`src/rtl/vs_mem_pkg.sv`:
```
// Shared memory-subsystem types: RAM word/address typedefs and the
// burst reader state encoding.
package vs_mem_pkg;

    localparam int VS_RAM_ADDR_W  = 16;
    localparam int VS_RAM_DATA_W  = 8;
    localparam int VS_BURST_LEN_W = 16;

    typedef logic [VS_RAM_ADDR_W-1:0] vs_ram_addr_t;
    typedef logic [VS_RAM_DATA_W-1:0] vs_ram_data_t;

    typedef enum logic [1:0] {
        ST_IDLE   = 2'd0,
        ST_RUN    = 2'd1,
        ST_FINISH = 2'd2
    } vs_burst_state_t;

endpackage

```
`src/rtl/vs_fifo2.sv`:
```
// Two-entry synchronous FIFO carrying a data word and a last flag.
// Push and pop in the same cycle are allowed even when full.
module vs_fifo2 #(
    parameter int DATA_WIDTH = 8
) (
    input  logic                  clock,
    input  logic                  reset,
    input  logic                  push,
    input  logic [DATA_WIDTH-1:0] push_data,
    input  logic                  push_last,
    input  logic                  pop,
    output logic [1:0]            count,
    output logic [DATA_WIDTH-1:0] head_data,
    output logic                  head_last
);

    logic [DATA_WIDTH-1:0] data_q [2];
    logic                  last_q [2];
    logic                  wr_ptr;
    logic                  rd_ptr;

    always_ff @(posedge clock) begin
        if (reset) begin
            for (int i = 0; i < 2; i++) begin
                data_q[i] <= '0;
                last_q[i] <= 1'b0;
            end
            wr_ptr <= 1'b0;
            rd_ptr <= 1'b0;
            count  <= 2'd0;
        end else begin
            // When full, the slot being written is the one popped this cycle.
            if (push) begin
                data_q[wr_ptr] <= push_data;
                last_q[wr_ptr] <= push_last;
                wr_ptr         <= ~wr_ptr;
            end
            if (pop) begin
                rd_ptr <= ~rd_ptr;
            end
            case ({push, pop})
                2'b10:   count <= count + 2'd1;
                2'b01:   count <= count - 2'd1;
                default: count <= count;
            endcase
        end
    end

    assign head_data = data_q[rd_ptr];
    assign head_last = last_q[rd_ptr] & (count != 2'd0);

endmodule

```
`src/rtl/vs_ram_burst_reader.sv`:
```
// Burst read sequencer for a registered-read RAM; streams a contiguous
// address range out as valid/ready beats with a last marker.
module vs_ram_burst_reader
    import vs_mem_pkg::*;
#(
    parameter int ADDR_WIDTH = VS_RAM_ADDR_W,
    parameter int DATA_WIDTH = VS_RAM_DATA_W,
    parameter int LEN_WIDTH  = VS_BURST_LEN_W
) (
    input  logic                  clock,
    input  logic                  reset,
    input  logic                  start,
    input  logic [ADDR_WIDTH-1:0] start_addr,
    input  logic [LEN_WIDTH-1:0]  length,
    output logic                  busy,
    output logic                  done,
    output logic [ADDR_WIDTH-1:0] ram_read_addr,
    input  logic [DATA_WIDTH-1:0] ram_out_data,
    output logic                  out_valid,
    input  logic                  out_ready,
    output logic [DATA_WIDTH-1:0] out_data,
    output logic                  out_last
);

    vs_burst_state_t state_q;
    vs_burst_state_t state_d;

    logic [ADDR_WIDTH-1:0] addr_q;
    logic [LEN_WIDTH-1:0]  issue_left;
    logic [LEN_WIDTH-1:0]  beat_left;
    logic                  inflight;
    logic                  inflight_last;

    logic       run;
    logic       accept;
    logic       issue;
    logic       pop;
    logic [1:0] fifo_count;
    logic [2:0] occ;

    assign accept = (state_q == ST_IDLE) && start;
    assign pop    = out_valid && out_ready;

    // Projected buffer occupancy two cycles out; keeps the FIFO from overflowing.
    assign occ   = {1'b0, fifo_count} + {2'b00, inflight} - {2'b00, pop};
    assign issue = run && (issue_left != '0) && (occ < 3'd2);

    always_ff @(posedge clock) begin
        if (reset) begin
            state_q <= ST_IDLE;
        end else begin
            state_q <= state_d;
        end
    end

    always_comb begin
        state_d = state_q;
        unique case (state_q)
            ST_IDLE: begin
                if (start) begin
                    state_d = (length == '0) ? ST_FINISH : ST_RUN;
                end
            end
            ST_RUN: begin
                if (pop && (beat_left == LEN_WIDTH'(1))) begin
                    state_d = ST_FINISH;
                end
            end
            ST_FINISH: state_d = ST_IDLE;
            default:   state_d = ST_IDLE;
        endcase
    end

    always_comb begin
        busy = 1'b1;
        done = 1'b0;
        run  = 1'b0;
        unique case (state_q)
            ST_IDLE:   busy = 1'b0;
            ST_RUN:    run  = 1'b1;
            ST_FINISH: done = 1'b1;
            default:   busy = 1'b0;
        endcase
    end

    // The address register is what the RAM sees; it stays on the final
    // address after the last issue so the port holds its last value.
    always_ff @(posedge clock) begin
        if (reset) begin
            addr_q        <= '0;
            issue_left    <= '0;
            beat_left     <= '0;
            inflight      <= 1'b0;
            inflight_last <= 1'b0;
        end else begin
            inflight      <= issue;
            inflight_last <= issue && (issue_left == LEN_WIDTH'(1));
            if (accept) begin
                issue_left <= length;
                beat_left  <= length;
                if (length != '0) begin
                    addr_q <= start_addr;
                end
            end else begin
                if (issue) begin
                    issue_left <= issue_left - LEN_WIDTH'(1);
                    if (issue_left != LEN_WIDTH'(1)) begin
                        addr_q <= addr_q + ADDR_WIDTH'(1);
                    end
                end
                if (pop) begin
                    beat_left <= beat_left - LEN_WIDTH'(1);
                end
            end
        end
    end

    assign ram_read_addr = addr_q;

    vs_fifo2 #(
        .DATA_WIDTH(DATA_WIDTH)
    ) u_out_fifo (
        .clock    (clock),
        .reset    (reset),
        .push     (inflight),
        .push_data(ram_out_data),
        .push_last(inflight_last),
        .pop      (pop),
        .count    (fifo_count),
        .head_data(out_data),
        .head_last(out_last)
    );

    assign out_valid = (fifo_count != 2'd0);

endmodule

```
`config.mk`:
```
export PLATFORM = sky130hd
export DESIGN_NAME = vs_ram_burst_reader
export DESIGN_NICKNAME = d
export VERILOG_FILES = /design/src/rtl/vs_mem_pkg.sv /design/src/rtl/vs_fifo2.sv /design/src/rtl/vs_ram_burst_reader.sv
export SDC_FILE = /design/constraint.sdc
export NUM_CORES = 1
export LEC_CHECK = 0
export ABC_AREA = 1
export ABC_CLOCK_PERIOD_IN_PS = 4800
export CAP_MARGIN = 20
export CORE_MARGIN = 3
export CORE_UTILIZATION = 42
export CTS_CLUSTER_SIZE = 14
export DETAILED_ROUTE_END_ITERATION = 10
export GPL_ROUTABILITY_DRIVEN = 0
export PLACE_DENSITY = 0.74
export SYNTH_ARGS = -nofsm -noshare
export SYNTH_HDL_FRONTEND = slang
export SYNTH_SLANG_ARGS = --single-unit
export TNS_END_PERCENT = 50
```
`constraint.sdc`:
```
create_clock -name clock -period 4.8 [get_ports clock]
set_clock_uncertainty 0.2 [all_clocks]
set_input_delay 0.96 -clock clock [delete_from_list [all_inputs] [get_ports clock]]
set_output_delay 0.96 -clock clock [all_outputs]
set_load 0.01 [all_outputs]
```
==> results by group <==
Outcome
  – Status: completed

Synth
  – Synth Area in Simple Gates: between 40 and 50%
  – Synth Area in Compound Gates: 8.26%
  – Synthesized-area fraction occupied by adder cells: 2.92%
  – Most frequent cell after synthesis: nand2_1
  – Unique masters post-synth: 39
  – Post-synth top area cell: dfxtp_1
  – Mean Syn Cell Area: 6.43 um^2
  – Post-Syn Instances: 706
  – Most frequent cells after synthesis: nand2_1, nor2_1, inv_1, nand3_1, dfxtp_1
  – Synth Area in XOR/XNOR: between 2 and 3%
  – Largest family of logic cells by synthesized area: simple AND/OR/NAND/NOR gates
  – Area contributors post-synth: dfxtp_1, nand2_1, edfxtp_1
  – Count of warnings emitted by yosys: 0
  – Synth Net Count: 760
  – EDFF count, synth: 18
  – Post-synth top area share: 25.1%
  – Most used DFF post-synth: dfxtp_1
  – Cell Area, Synth: between 4000 and 5000 um^2
  – FFs w/ async S/R, synth: 0%
  – Post-synthesis mux area share: 0.220%
  – Fraction of the yosys area taken by sequential cells: 37.0%
  – Seq cells post-synth: 75

Timing
  – Final Hold Slack: 265 ps
  – Final Hold Vio Count: 0
  – Max-slew violation count: 0
  – Finish-stage setup viols: 0
  – Highest clock rate: ~270 MHz
  – RSZ-0062 raised after global routing: no
  – Slew HR: 48.9%
  – Period utilisation layout: 77.0%
  – Post-layout min period: 3700 ps
  – Setup_tns: 0 ps
  – Worst slew pin tran: 764 ps

Power
  – Maximum vdd drop: between 0.1 and 0.15 mV
  – Pwr dens: 371 nW/um^2
  – Leak: 2.51 nW
  – Pwr Total: between 0.002 and 0.0025 W

Route
  – DR WL/cell: 12.8 um
  – DRC viols: 0
  – Number of nets still failing antenna checks after routing: 0
  – DRT iter0 DRCs: ~310
  – 1st-pass router iterations: 5
  – Vias: around 4600
  – Final WL: roughly 12 mm
  – Via density: 5.05

Clock tree
  – Clock Latency Late Sink: approximately 340 ps
  – CTS max path bufs: 2
  – PostCTS Resize Cnt: 0
  – Hold-fix buffers, CTS: 0
  – CTS tree: yes
  – CTS H-tree depth: 3
  – Clk root buf: clkbuf_8
  – Clk slew on worst S/H paths: 70 ps
  – Clock buffer count from CTS: 9
  – CTS Sinks: 75
  – Post-CTS Setup Bufs: 0

Final layout
  – Final instance area: 5560 um^2
  – P&R area growth vs syn: 22.3%
  – Fin cells: between 900 and 1000
  – Layout Nets: 826
  – ANT cells: 0
  – Proportion of layout cells with a drive suffix above 1: 4.76%

Place
  – Dpl hpwl: between 8 and 9 mm
  – Placed Cells: 897
  – Post-DP Area: 5350 um^2
  – # port buffers: 71

Global routing
  – Congestion Overflow GR: 0
  – Global-route wire length before repair: 19.2 mm
  – Largest net degree at the start of global routing: 38
  – Initial antenna violation count: 0
  – Vias in the first global route: about 4300
  – Total track usage: 19.8%

Worst setup path
  – Crit-path max cell delay: 510 ps
  – CP Capture Type: register
  – Flop2flop setup slack: 1740 ps
  – CP max FO: 24
  – CP dominant cell by count: nand2_1
  – R2r worst-path depth: 14
  – Slowest library cell on the worst path: clkdlybuf4s50_1
  – Critical path data arrival time: 3770 ps
  – CP Cell Sequence: clkdlybuf4s50_1 > inv_1 > nor2_2 > nand2_1 > o21ai_0 > nand2_1 > fa_1 > nand3_1 > nor2_2 > nand2_4 > nand2_4 > nand2_4 > nand2_1 > nand2_1 > nor2_1
  – WS Path Type: primary input to register
  – Worst r2r dst: ram_read_addr[13]
  – CP Launch Type: primary input
  – CP required: 4870 ps
  – Worst reg2reg startpoint: u_out_fifo.count[1]

Hold path
  – Hold Path End: u_out_fifo.rd_ptr
  – Hold Path Depth: 1
  – Hold path startpoint: u_out_fifo.rd_ptr
  – HP Class: register to register

Flow run
  – Maxcap violations: 0

Floorplanning
  – # rows: 37
  – Die X: about 110 um
  – Initial Utilization: 43.6%
  – Num ports: just over 70
  – Core area: between 10000 and 15000 um^2
  – Die height: 110 um
  – Total Die Area: between 10000 and 15000 um^2
-- cell type report --
| cell class | count | area (um^2) |
|---|---|---|
| Tap cell | 136 | 170 |
| Timing Repair Buffer | 74 | 733 |
| Clock inverter | 5 | 77.6 |
| Sequential cell | 75 | 1680 |
| Fill cell | 1004 | 4860 |
| Clock buffer | 11 | 131 |
| Multi-Input combinational cell | 540 | 2490 |
| Inverter | 72 | 270 |
-- where the power goes --
group	switching [W]	leakage [nW]	total [W]	internal [W]
Combinational	0.000439	1.75	0.000734	0.000295
Sequential	0.0000824	0.655	0.000805	0.000722
Clock	0.000228	0.103	0.000520	0.000292
-- through the flow --
stage | util [%] | setup WS, ps
after floorplan | - | 1790
after global placement | 51.3 | 934
after detailed placement | 51.3 | 794
after CTS | 53.3 | 1140
after global routing | 53.3 | 817
final | 53.3 | 1100
-- cell usage in the layout (no fill, tap or decap), types with 3 or more instances in the layout --
master,count
nor2_1,126
xor2_1,10
nand2_2,3
buf_4,3
nand2_1,234
nand3b_1,4
clkbuf_8,9
o21ai_0,23
ha_1,9
inv_1,66
nor2_2,4
o21ai_1,3
edfxtp_1,18
nand3_1,58
inv_2,5
clkdlybuf4s50_1,71
nand4_1,5
a21oi_1,25
a31oi_1,13
nand2_4,3
xnor2_1,4
dfxtp_1,57
-- sequential cells by signal, summed over array words and instances (netlist names), named ones only --
register and count:
state_q 2, inflight 1, inflight_last 1, u_out_fifo.data_q 16, issue_left 16, ram_read_addr 16
u_out_fifo.rd_ptr 1, u_out_fifo.last_q 2, beat_left 16, u_out_fifo.count 2, u_out_fifo.wr_ptr 1
-- metal layers --
layer  vias to the layer above  track usage [%]  part of all wire, %
met5                         -                0                    0
met4                         0             7.12                  1.9
met3                        20             3.09                  5.4
met2                       128             34.3                   49
met1                      2099             24.7                   44
li1                       2364                -                    -
-- worst max-delay path, delay by kind of cell --
family / cells / cell delay, ps
and+or+nand+nor: 11 / 1580
adders and majority gates: 1 / 500
buffers and inverters: 2 / 580
AOI/OAI and AO/OA: 1 / 140
-- how the worst max path moves through the flow --
stage,startpoint,endpoint,slack (ps)
final,out_ready,ram_read_addr[13],1100
after CTS,out_ready,ram_read_addr[13],1140
after global routing,out_ready,ram_read_addr[15],820
after floorplan,out_ready,ram_read_addr[9],1790
after global placement,out_ready,ram_read_addr[9],930
after detailed placement,out_ready,ram_read_addr[2],790
-- logic make-up after synthesis --
group,Yosys count
xor+xnor,14
buf+inv,91
flops,75
compound gates,69
simple gates,446
fa+ha+maj,10
mux,1
Power figures use the tool's default switching activity.
==> patch, RTL diff (same settings) <==
Reset style: asynchronous (`reset`), changed in 3 clocked blocks.
--- a/src/rtl/vs_fifo2.sv
+++ b/src/rtl/vs_fifo2.sv
@@ -19,7 +19,7 @@
     logic                  wr_ptr;
     logic                  rd_ptr;
 
-    always_ff @(posedge clock) begin
+    always_ff @(posedge clock or posedge reset) begin
         if (reset) begin
             for (int i = 0; i < 2; i++) begin
                 data_q[i] <= '0;
--- a/src/rtl/vs_ram_burst_reader.sv
+++ b/src/rtl/vs_ram_burst_reader.sv
@@ -45,7 +45,7 @@
     assign occ   = {1'b0, fifo_count} + {2'b00, inflight} - {2'b00, pop};
     assign issue = run && (issue_left != '0) && (occ < 3'd2);
 
-    always_ff @(posedge clock) begin
+    always_ff @(posedge clock or posedge reset) begin
         if (reset) begin
             state_q <= ST_IDLE;
         end else begin
@@ -85,7 +85,7 @@
 
     // The address register is what the RAM sees; it stays on the final
     // address after the last issue so the port holds its last value.
-    always_ff @(posedge clock) begin
+    always_ff @(posedge clock or posedge reset) begin
         if (reset) begin
             addr_q        <= '0;
             issue_left    <= '0;
Function: differs if reset is asserted again (counterexample within 4 cycles, from zero or initial values and one cycle with reset high); with reset held inactive, the same outputs for 10 cycles.
==> patch against the unedited design <==
Design area is 1.3% higher; wire length shrank 0.26%; count of clock-buffer cells in the layout fell by 2; cell count fell by 5.1%; sequential cell count decreased by 1; worst setup slack got worse by 31 ps; synthesized area grew 0.19%; critical path type unchanged; critical endpoint is now ram_read_addr[5].
Power is not compared: it rests on default switching activity, and its combinational part moved more than twofold at a synthesized area within 25%.
==> patch: results (changes against the unedited design) <==
[outcome]
run_status = completed

[synthesis]
synth_warnings = 0  ; unchanged
synthTopCellsByArea = dfrtp_1, nand2_1, nor2_1
yosysSeqAreaShare = 0.407  ; +0.0367
synthFlopType = dfrtp_1
ys_types = 36  ; -7.7%
syn_avg_cell_area_um2 = 6.98  ; +8.5%
synthArstFlopShare = 1.00  ; +1.00
syn_nets = 706  ; -7.1%
synthTopCellsByCount = nand2_1, dfrtp_1, nor2_1, inv_1, nand3_1

[final_layout]
num-nets-final = 779  ; -5.7%
layout-drive-gt1-share = 0.0644  ; +0.0168
fillers = 931  ; -7.3%
layout.cells.non_filler = 866  ; -5.1%
antenna_cells = 0  ; unchanged
area_growth_pct = 23.7

[clock_network]
clk_pin_slew_ps = 80
cts_resized = 0  ; unchanged
root_buffer = clkbuf_8
clk_latency_ps = 350
cts_buffer_depth = 2  ; unchanged
cts_buffers = 9  ; unchanged
post_cts_buffers = 0  ; unchanged

[hold_path]
holdCritStartpoint = u_out_fifo.last_q[0]
hold_end = u_out_fifo.last_q[0]
min_path_cells = 2  ; +1

[grt]
grt_pass1_wl_um = 19600  ; +2.4%
grt_pass1_vias = 4241  ; -1.6%
grt_util_all_layers = 0.205  ; +0.00743
grt_start_max_net_pins = 45  ; +18%

[setup_path]
rr_startpoint = u_out_fifo.count[1]
r2r_slack_ps = 1700  ; -40 ps
path_delay_family = simple AND/OR/NAND/NOR gates
slowest_delay_ps = 540  ; +30 ps
cp.arrival_ps = 3820  ; +50 ps
cp_slowest_cell = clkdlybuf4s50_1
timing.rr.end = ram_read_addr[5]
path_max_fanout = 17  ; -29%
reg2reg_depth = 14  ; unchanged

[detailed_routing]
num_vias = 4415  ; -4.3%
wire_per_inst_um = 13.4  ; +5.2%
drt_iter0_drc = 333  ; +9.2%
first_pass_iters = 5  ; unchanged

[placement]
io_buffers = 71  ; unchanged
post-dp-hpwl_um = 8710  ; -0.43%
dp_slack_ps = 739  ; -54.9 ps
dp.cells = 850  ; -5.2%
post_dp_cell_area_mm2 = 0.00539  ; +0.77%

[pwr]
vdd_drop_max_mv = 0.318
p_leak_nw = 2.70

[timing]
relSlewSlack = 0.409  ; -0.0806
hold_ws_ps = 291  ; +25.7 ps

## patch: logic make-up after synthesis
| family | after synthesis | synth area share |
|---|---|---|
| AO/OA/AOI/OAI | 58 | 0.0762 |
| XOR/XNOR | 20 | 0.0385 |
| adder cells (fa/ha/maj) | 10 | 0.0291 |
| buffers and inverters | 72 | 0.0657 |
| flip-flops | 74 | 0.407 |
| AND/OR/NAND/NOR | 418 | 0.384 |
## patch: layer usage
layer  up-vias  wire length (µm)  track usage
met4         0               319       0.0844
met5         -                 0            0
met3        28               629       0.0303
li1       2206                 -            -
met1      2040              5030        0.270
met2       141              5660        0.338
## patch: worst max path at each step
stage | startpoint | endpoint | slack [ps]
6_report | out_ready | ram_read_addr[5] | 1070
5_1_grt | out_ready | ram_read_addr[10] | 830
3_5_place_dp | out_ready | ram_read_addr[5] | 740
2_1_floorplan | out_ready | ram_read_addr[0] | 1510
4_1_cts | out_ready | ram_read_addr[5] | 1080
3_3_place_gp | out_ready | ram_read_addr[12] | 820
## patch: worst min-delay path: cells and delay by family, from the launching register on
| family | cells | cell delay, ps |
|---|---|---|
| and+or+nand+nor | 1 | 50 |
| DFF | 1 | 350 |
| AOI/OAI and AO/OA | 1 | 60 |
## patch: layout make-up
cell class | instances | area share
Clock buffer | 9 | 0.0220
Inverter | 58 | 0.0387
Multi-Input combinational cell | 506 | 0.426
Sequential cell | 74 | 0.329
Timing Repair Buffer | 76 | 0.133
Clock inverter | 7 | 0.0207
Tap cell | 136 | 0.0302
## patch: power breakdown
part	leakage [nW]	total (W)	switching [W]	internal, W
clock	0.120	0.000588	0.000243	0.000345
sequential	0.927	0.00121	0.000304	0.000905
combinational	1.65	0.00171	0.000991	0.000717
